**config.mk**
```make
export PLATFORM = sky130hd
export DESIGN_NAME = pipelined_segment_adder
export DESIGN_NICKNAME = d
export VERILOG_FILES = /design/src/rtl/pipelined_segment_adder.sv
export SDC_FILE = /design/constraint.sdc
export NUM_CORES = 1
export LEC_CHECK = 0
export CAP_MARGIN = 30
export CORE_UTILIZATION = 34
export CTS_BUF_LIST = sky130_fd_sc_hd__clkbuf_4
export DETAILED_ROUTE_END_ITERATION = 7
export PLACE_DENSITY = 0.52
export SLEW_MARGIN = 20
export SYNTH_ARGS = -nofsm -noshare
export SYNTH_HDL_FRONTEND = slang
export SYNTH_SLANG_ARGS = --single-unit
```
**constraint.sdc**
```tcl
create_clock -name i_clk -period 2.6 [get_ports i_clk]
set_input_delay 0.78 -clock i_clk [delete_from_list [all_inputs] [get_ports i_clk]]
set_output_delay 0.78 -clock i_clk [all_outputs]
set_load 0.02 [all_outputs]
```
**src/rtl/pipelined_segment_adder.sv**
```systemverilog
// Purpose : WIDTH-bit add/subtract split into SEG_WIDTH-bit segments, one segment per
//           pipeline stage, carry registered between stages; reports signed overflow.
// Latency : STAGES = WIDTH/SEG_WIDTH enabled clocks from sampling edge to o_valid.
// Backpr. : i_stall freezes every register (outputs hold); operands offered while
//           stalled are dropped, so the upstream must hold them. No skid buffer.
// Ports   : i_clk / i_rst_n (sync, active-low) ; i_valid, i_stall, i_sub,
//           i_add1, i_add2 operands ; o_valid, o_result {carry, sum}, o_overflow.
module pipelined_segment_adder #(
  parameter int WIDTH     = 16,
  parameter int SEG_WIDTH = 4
) (
  input  logic             i_clk,
  input  logic             i_rst_n,
  input  logic             i_valid,
  input  logic             i_stall,
  input  logic             i_sub,
  input  logic [WIDTH-1:0] i_add1,
  input  logic [WIDTH-1:0] i_add2,
  output logic             o_valid,
  output logic [WIDTH:0]   o_result,
  output logic             o_overflow
);

  localparam int STAGES = (SEG_WIDTH < 1) ? 1 : WIDTH / SEG_WIDTH;
  localparam int LAST   = STAGES - 1;

  if (SEG_WIDTH < 1) begin : g_bad_seg
    $error("pipelined_segment_adder: SEG_WIDTH must be at least 1");
  end else if ((WIDTH % SEG_WIDTH) != 0) begin : g_bad_width
    $error("pipelined_segment_adder: WIDTH must be a multiple of SEG_WIDTH");
  end

  // Per-stage registers. a/b carry the full operand so higher segments are
  // skewed forward to their stage; sum accumulates finished lower segments so
  // the complete result leaves the last stage aligned.
  logic [STAGES-1:0] vld_q, vld_d;
  logic [STAGES-1:0] cy_q, cy_d;
  logic [WIDTH-1:0]  a_q   [STAGES];
  logic [WIDTH-1:0]  a_d   [STAGES];
  logic [WIDTH-1:0]  b_q   [STAGES];
  logic [WIDTH-1:0]  b_d   [STAGES];
  logic [WIDTH-1:0]  sum_q [STAGES];
  logic [WIDTH-1:0]  sum_d [STAGES];
  logic              ovf_q, ovf_d;

  // Stage inputs: stage 0 takes the ports, stage s takes stage s-1's registers.
  logic [WIDTH-1:0]  st_a   [STAGES];
  logic [WIDTH-1:0]  st_b   [STAGES];
  logic [WIDTH-1:0]  st_sum [STAGES];
  logic [STAGES-1:0] st_cy;
  logic [STAGES-1:0] st_vld;
  logic [SEG_WIDTH:0] seg_sum;

  always_comb begin
    st_a[0]   = i_add1;
    st_b[0]   = i_sub ? ~i_add2 : i_add2;
    st_cy[0]  = i_sub;            // +1 completes the two's complement for subtract
    st_vld[0] = i_valid;
    st_sum[0] = '0;
    for (int s = 1; s < STAGES; s++) begin
      st_a[s]   = a_q[s-1];
      st_b[s]   = b_q[s-1];
      st_cy[s]  = cy_q[s-1];
      st_vld[s] = vld_q[s-1];
      st_sum[s] = sum_q[s-1];
    end

    // Hold everything by default; this is the stall behaviour.
    vld_d   = vld_q;
    cy_d    = cy_q;
    a_d     = a_q;
    b_d     = b_q;
    sum_d   = sum_q;
    ovf_d   = ovf_q;
    seg_sum = '0;

    if (!i_stall) begin
      for (int s = 0; s < STAGES; s++) begin
        seg_sum = {1'b0, st_a[s][s*SEG_WIDTH +: SEG_WIDTH]}
                + {1'b0, st_b[s][s*SEG_WIDTH +: SEG_WIDTH]}
                + {{SEG_WIDTH{1'b0}}, st_cy[s]};
        vld_d[s] = st_vld[s];
        cy_d[s]  = seg_sum[SEG_WIDTH];
        a_d[s]   = st_a[s];
        b_d[s]   = st_b[s];
        sum_d[s] = st_sum[s];
        sum_d[s][s*SEG_WIDTH +: SEG_WIDTH] = seg_sum[SEG_WIDTH-1:0];
      end
      // Signed overflow: operands share a sign and the result's sign differs.
      ovf_d = (st_a[LAST][WIDTH-1] == st_b[LAST][WIDTH-1]) &&
              (sum_d[LAST][WIDTH-1] != st_a[LAST][WIDTH-1]);
    end
  end

  always_ff @(posedge i_clk) begin
    if (!i_rst_n) begin
      vld_q <= '0;
      cy_q  <= '0;
      ovf_q <= 1'b0;
      for (int s = 0; s < STAGES; s++) begin
        a_q[s]   <= '0;
        b_q[s]   <= '0;
        sum_q[s] <= '0;
      end
    end else begin
      vld_q <= vld_d;
      cy_q  <= cy_d;
      ovf_q <= ovf_d;
      a_q   <= a_d;
      b_q   <= b_d;
      sum_q <= sum_d;
    end
  end

  assign o_valid    = vld_q[LAST];
  assign o_result   = {cy_q[LAST], sum_q[LAST]};
  assign o_overflow = ovf_q;

endmodule

```
==> impl_results.md, run 1 <==
* Status: finished, violations left
* Violated checks: DRC
* DIE AREA at 0.0125 mm^2
* Syn nets at 469
* Slowest-stage cell, CP: clkdlybuf4s50_1
* DR vias/cell at 4.71
* Die Y-Extent at 112 um
* ANT nets after route at 0
* ANT cells at 0
* Num CTS Buffers at 9
* RSZ-0062 raised after global routing: false
* CTS tree: built
* Slew @ Worst Pin at 0.507 ns
* CTS clock-pin slew for the worst setup and hold paths at 0.14 ns
* Final wirelength at 7730 um
* Switch Pwr at 0.677 mW
* Nets@finish at 521
* Top-area cell type share of the netlist area at 47.4%
* Worst Setup Path Type: reg -> out
* Final period util at 85.4%
* Internal Power at 2.22 mW
* Crit path max fanout at 2
* DRT Pass-1 Iters at 6
* Register share of total power at 54.9%
* H-tree depth at 3
* Root buf cell: clkbuf_4
* Row cnt at 39
* Via Count at 2878
* Layout cells sized above 1 at 6.41%
* Clock sink count at 97
* First-pass GRT wire length at 13500 um
* Fin. Hold Viols at 0
* Clk buf depth at 2
* CP Data Arrival Time at 1.44 ns
* Area Growth Syn to Fin at 21.1%
* Yosys warning total at 0
* Placeable Area at 0.0116 mm^2
* Max stage delay on crit path at 0.62 ns
* Worst path cell trace: clkdlybuf4s50_1
* Fmax at 451 MHz
* CP bufs+invs at 1
* Worst Hold Class: reg -> reg
* Vias in the first global route at 2854
* Overflow after GRT at 0
* Crit end category: primary output
* Starting Density at 35.5%
* Gr usage total at 13.5%
* Skew final at 0.0108 ns
* Slew headroom at 66.2%
* Synth area leader: dfxtp_1
* Final min period at 2.22 ns
* Post-cts resize count at 0
* Top FF cell, synth: dfxtp_1
* Combinational share of power at 12.4%
* Initial DRC count at 117
* Max-Cap Viols at 0
* Gate Count Post-Synth at 413
* Number of flops mapped to enable cells by yosys at 0
* Largest cells by area after synthesis: dfxtp_1 (47%), mux2i_1 (17%), nor2_1 (6.6%), xor2_1 (4.1%), ha_1 (3.7%)
* Total power at 2.90 mW
* Clock power frac at 32.7%
* Mapped Area at 0.00410 mm^2
* Routability Congestion at 0.715
* Max-slew violation count at 0
* Post-detail-place hpwl at 5310 um
* Avg Inst Size Synth at 9.93 um^2
* Async set or reset register ratio after synthesis at 0%
* Sw Ratio at 23.4%
* Post-place instance area at 0.00480 mm^2
* Wirelength per Cell at 12.7 um
* I/O pin total at 56
* Flops & latches, synth at 97
* PortBufs at 55
* Chip Width at 112 um
* Startpoint type of the worst setup path: flop
* Final setup vio count at 0
* Postcts setup bufs at 0
* DRC viols at 3
* IR drop worst, VDD at 0.195 mV
* CP top delay family: buffers and inverters
* Initial antenna violation count at 0
* Sequential share of the synthesized area at 47.4%
* Largest net degree at the start of global routing at 53
* Post-CTS Hold Buffers at 0
* Unique cell type count in the Yosys netlist at 35
* Pleak at 2.17 nW
* Filler cells at 1131
* Final design area excluding fillers at 0.00497 mm^2
* Crit path required time at 1.82 ns
* Worst-Skew Late Latency at 0.43 ns
* Power Density at 584 mW/mm^2
[cell type report]
| type | count | area, um^2 | area share (%) |
|---|---|---|---|
| Multi-Input combinational cell | 284 | 1990 | 40.0 |
| Inverter | 5 | 18.8 | 0.378 |
| Clock buffer | 10 | 75.1 | 1.51 |
| Sequential cell | 97 | 1940 | 39.1 |
| Clock inverter | 4 | 93.8 | 1.89 |
| Timing Repair Buffer | 68 | 671 | 13.5 |
| Tap cell | 143 | 179 | 3.60 |
[final timing paths]
| kind | start | endpoint | slack [ns] | cells after the start |
|---|---|---|---|---|
| max | o_result[8] | o_result[8] | 0.38 | 1 |
| min | o_result[14] | o_result[14] | 0.47 | 2 |
| max reg2reg | cy_q[2] | cy_q[3] | 0.83 | 5 |
| min reg2reg | o_result[14] | o_result[14] | 0.47 | 2 |
[metrics by stage]
step	TNS, ns	hold WS (ns)	util [%]	instances	setup WS, ns
2_1_floorplan	0	0.439	-	413	0.422
5_1_grt	0	0.493	42.9	611	0.295
3_3_place_gp	0	0.449	41.5	597	0.00463
3_5_place_dp	-0.0121	0.455	41.5	597	-0.0121
4_1_cts	0	0.474	42.9	611	0.339
6_report	0	0.471	42.9	611	0.381
[state kept, by name (all words and copies together) (netlist names)]
| name | count |
|---|---|
| vld_q | 4 |
| o_overflow | 1 |
| st_sum | 24 |
| b_q | 24 |
| a_q | 24 |
| o_result | 16 |
| cy_q | 4 |
[cells in the mapped netlist, types with 2 or more instances]
cell type,number
nand3_1,9
a21oi_1,28
nand2_1,34
clkbuf_1,4
a21o_1,4
a2111o_1,2
buf_4,9
buf_1,5
inv_1,4
mux2i_1,70
fa_1,7
dfxtp_1,97
o21ai_0,5
nor2_1,72
ha_1,12
buf_2,8
xor2_1,19
nand4_1,4
nor2b_1,4
[cell families after synthesis]
group | after synthesis | share of synthesized area [%]
XOR/XNOR | 20 | 4.27
multiplexers | 71 | 17.5
adder cells (fa/ha/maj) | 19 | 7.08
buffers and inverters | 32 | 4.18
AND/OR/NAND/NOR | 130 | 13.3
flip-flops | 97 | 47.4
AO/OA/AOI/OAI | 44 | 6.35
[power groups by stage]
stage,registers [mW],logic (mW),clock network [mW]
after floorplan,1.62,0.235,0
after global placement,1.63,0.358,0
after detailed placement,1.63,0.363,0
after CTS,1.59,0.365,0.990
after global routing,1.60,0.402,1.04
final,1.59,0.359,0.950
[per-layer routing]
layer / GRT usage (%) / part of all wire (%) / vias up
met5: 0 / 0 / -
met4: 5.41 / 1.6 / 0
met3: 3.43 / 3.9 / 11
met2: 21.0 / 43 / 42
met1: 17.7 / 51 / 1327
li1: - / - / 1498
[placed cells by master (no fill, tap or decap), types with 2 or more instances in the layout]
| cell type | n |
|---|---|
| inv_1 | 3 |
| clkdlybuf4s50_1 | 54 |
| a21o_1 | 4 |
| inv_2 | 2 |
| ha_1 | 12 |
| mux2i_1 | 70 |
| nor2b_1 | 4 |
| nand2_1 | 34 |
| buf_4 | 12 |
| nand4_1 | 4 |
| buf_12 | 2 |
| nand3_1 | 9 |
| o21ai_0 | 5 |
| fa_1 | 7 |
| bufinv_16 | 3 |
| a2111o_1 | 2 |
| clkbuf_4 | 10 |
| dfxtp_1 | 97 |
| xor2_1 | 19 |
| nor2_1 | 72 |
| a21oi_1 | 28 |
No activity file was read; power rests on OpenSTA's default activity.
==> inputs of run 2 (changes only) <==
--- a/config.mk
+++ b/config.mk
@@ -6,10 +6,10 @@
 export NUM_CORES = 1
 export LEC_CHECK = 0
 export CAP_MARGIN = 30
-export CORE_UTILIZATION = 34
+export CORE_UTILIZATION = 50
 export CTS_BUF_LIST = sky130_fd_sc_hd__clkbuf_4
 export DETAILED_ROUTE_END_ITERATION = 7
-export PLACE_DENSITY = 0.52
+export PLACE_DENSITY = 0.72
 export SLEW_MARGIN = 20
 export SYNTH_ARGS = -nofsm -noshare
 export SYNTH_HDL_FRONTEND = slang
==> impl_results.md, run 2 (synthesized netlist as in run 1, its figures left out) <==
* Status: complete, no violations
* Vias in the first global route at 2828 (-0.91%)
* Startpoint type of the worst setup path: flop
* Fmax at 450 MHz (-0.13%)
* Met1 usage at 24.9% (+7.1 points)
* Hold endpoint: b_q[57]
* Layout cells sized above 1 at 6.82% (+0.41 points)
* Pleak at 2.16 nW (-0.38%)
* Register Area at 0.00194 mm^2 (unchanged)
* I/O pin total at 56 (unchanged)
* Chip Width at 92.6 um (-17%)
* Crit path max fanout at 2 (unchanged)
* ANT cells at 0 (unchanged)
* H-tree depth at 3 (unchanged)
* Largest net degree at the start of global routing at 45 (-15%)
* Skew final at 0.0131 ns (+0.00229 ns)
* Final min period at 2.22 ns (+0.00299 ns)
* Initial DRC count at 103 (-12%)
* Final period util at 85.5% (+0.11 points)
* CP top delay family: buffers and inverters
* Root buf cell: clkbuf_4
* IR drop worst, VDD at 0.369 mV (+89%)
* Clk buf depth at 2 (unchanged)
* Num CTS Buffers at 9 (unchanged)
* CTS tree: built
* Reg2Reg Setup Slack at 0.84 ns (about the same)
* Slowest-stage cell, CP: clkdlybuf4s50_1
* DRT Pass-1 Iters at 4 (-2)
* Slew @ Worst Pin at 0.483 ns (-0.0239 ns)
* Switch Pwr at 0.687 mW (+1.5%)
* Non-filler cells, final at 571 (-6.5%)
* ANT nets after route at 0 (unchanged)
* Routability Congestion at 0.751 (+5.0%)
* Crit end category: primary output
* Met2 Usage GRT at 31.3% (+10 points)
* R2R Path Start: cy_q[2]
* Slew headroom at 67.8% (+1.6 points)
* Starting Density at 52.2% (+17 points)
* Register share of total power at 56.2% (+1.3 points)
* Filler cells at 702 (-38%)
* CP Data Arrival Time at 1.44 ns (about the same)
* GRT busiest layer: met2
* CTS clock-pin slew for the worst setup and hold paths at 0.13 ns (about the same)
* Row cnt at 32 (-18%)
* Initial antenna violation count at 0 (unchanged)
* DR vias/cell at 5.10 (+8.2%)
* Die Y-Extent at 92.6 um (-17%)
* Gr usage total at 19.3% (+5.8 points)
* Worst setup path start: o_result[10]
* Nets@finish at 520 (-0.19%)
* CP bufs+invs at 1 (unchanged)
* Worst-Skew Late Latency at 0.44 ns (about the same)
* Internal Power at 2.15 mW (-3.4%)
* Fin Hold WS at 0.475 ns (+0.00327 ns)
* Worst path cell trace: clkdlybuf4s50_1
* PortBufs at 55 (unchanged)
* Postcts setup bufs at 0 (unchanged)
* DIE AREA at 0.00857 mm^2 (-31%)
* Reg-to-reg endpoint: cy_q[3]
* Via Count at 2910 (+1.1%)
* Placeable Area at 0.00785 mm^2 (-32%)
* Sw Ratio at 24.2% (+0.89 points)
* Worst Hold Class: reg -> reg
* Place WS at -0.0758 ns (-0.0636 ns)
* Clock sink count at 97 (unchanged)
* Clock power frac at 31.3% (-1.4 points)
* RSZ-0062 raised after global routing: false
* First-pass GRT wire length at 13000 um (-3.6%)
* Max-slew violation count at 0 (unchanged)
* Power Density at 580 mW/mm^2 (-0.66%)
* Max-Cap Viols at 0 (unchanged)
* Most common cell after layout, fill and taps aside: dfxtp_1
* Post-cts resize count at 0 (unchanged)
* Total power at 2.84 mW (-2.2%)
* Met3 Use GR at 5.17% (+1.7 points)
* Placed Cells at 555 (-7.0%)
* Wirelength per Cell at 13.0 um (+3.0%)
* Combinational share of power at 12.5% (about the same)
* Final worst-path setup slack at 0.378 ns (-0.00299 ns)
* Hold path start: b_q[57]
* Final wirelength at 7450 um (-3.7%)
* Reg2Reg Depth at 5 (unchanged)
* Post-CTS Hold Buffers at 0 (unchanged)
* DRC viols at 0 (-3)
* Final setup vio count at 0 (unchanged)
* WHS Path Cells at 2 (unchanged)
* Post-detail-place hpwl at 5290 um (-0.42%)
* Worst Setup Path Type: reg -> out
* Fin. Hold Viols at 0 (unchanged)
* Overflow after GRT at 0 (unchanged)
* Max stage delay on crit path at 0.62 ns (about the same)
* Crit path required time at 1.82 ns (about the same)
* Area occupied by multi-input gates at 0.00199 mm^2 (unchanged)
* Commonest non-fill, non-tap cells in the layout: dfxtp_1 (97), nor2_1 (72), mux2i_1 (70)
* Area Growth Syn to Fin at 19.2%
-- run 2: cell type report --
type | count | area share, %
inverters | 5 | 0.384
repair buffers | 67 | 13.3
multi-input cells | 284 | 40.7
clock buffers | 11 | 1.69
well taps | 102 | 2.61
clock inverters | 5 | 1.61
flip-flops and latches | 97 | 39.7
-- run 2: per-layer routing --
layer	routed length, um	share of wire [%]	vias up
li1	-	-	1495
met1	3650	49	1350
met2	3400	46	55
met3	293	3.9	10
met4	107	1.4	0
met5	0	0	-
-- run 2: how the worst max path moves through the flow --
stage / end / slack [ns] / depth (start not counted)
finish: o_result[10] / 0.38 / 1
global route: o_result[8] / 0.32 / 1
CTS: o_result[10] / 0.34 / 1
detailed placement: cy_q[0] / -0.08 / 6
global placement: cy_q[0] / -0.03 / 6
floorplan: st_sum[35] / 0.42 / 7
-- run 2: power by group through the flow --
stage	Clock, mW	Combinational (mW)	Sequential, mW
after floorplan	0	0.235	1.62
after global placement	0	0.346	1.62
after detailed placement	0	0.356	1.63
after CTS	0.918	0.359	1.59
after global routing	0.976	0.396	1.60
final	0.887	0.355	1.59
-- run 2: worst register-to-register path, delay by kind of cell (launching register included) --
kind / cells / cell delay, ns
AO/OA/AOI/OAI: 3 / 0.41
adder cells (fa/ha/maj): 2 / 0.89
flip-flops: 1 / 0.36
-- run 2: metrics by stage --
step,util (%),area (um^2),TNS [ns]
floorplan,-,4100,0
global placement,60.2,4730,-0.0348
detailed placement,60.2,4730,-0.0758
CTS,62.3,4890,0
global route,62.3,4890,0
finish,62.3,4890,0
==> inputs of run 3 (changes only) <==
==> constraint.sdc (replaced) <==
create_clock -name i_clk -period 2.6 [get_ports i_clk]
set_input_delay 0.78 -clock i_clk [delete_from_list [all_inputs] [get_ports i_clk]]
set_output_delay 0.78 -clock i_clk [all_outputs]
set_load 0.05 [all_outputs]
==> results of run 3 <==
The final DEF is identical to that of run 2. Status: complete, no violations.
Main changes from that run: setup slack after layout 0.378 ns -> 0.178 ns; total power 2.84 mW -> 2.85 mW
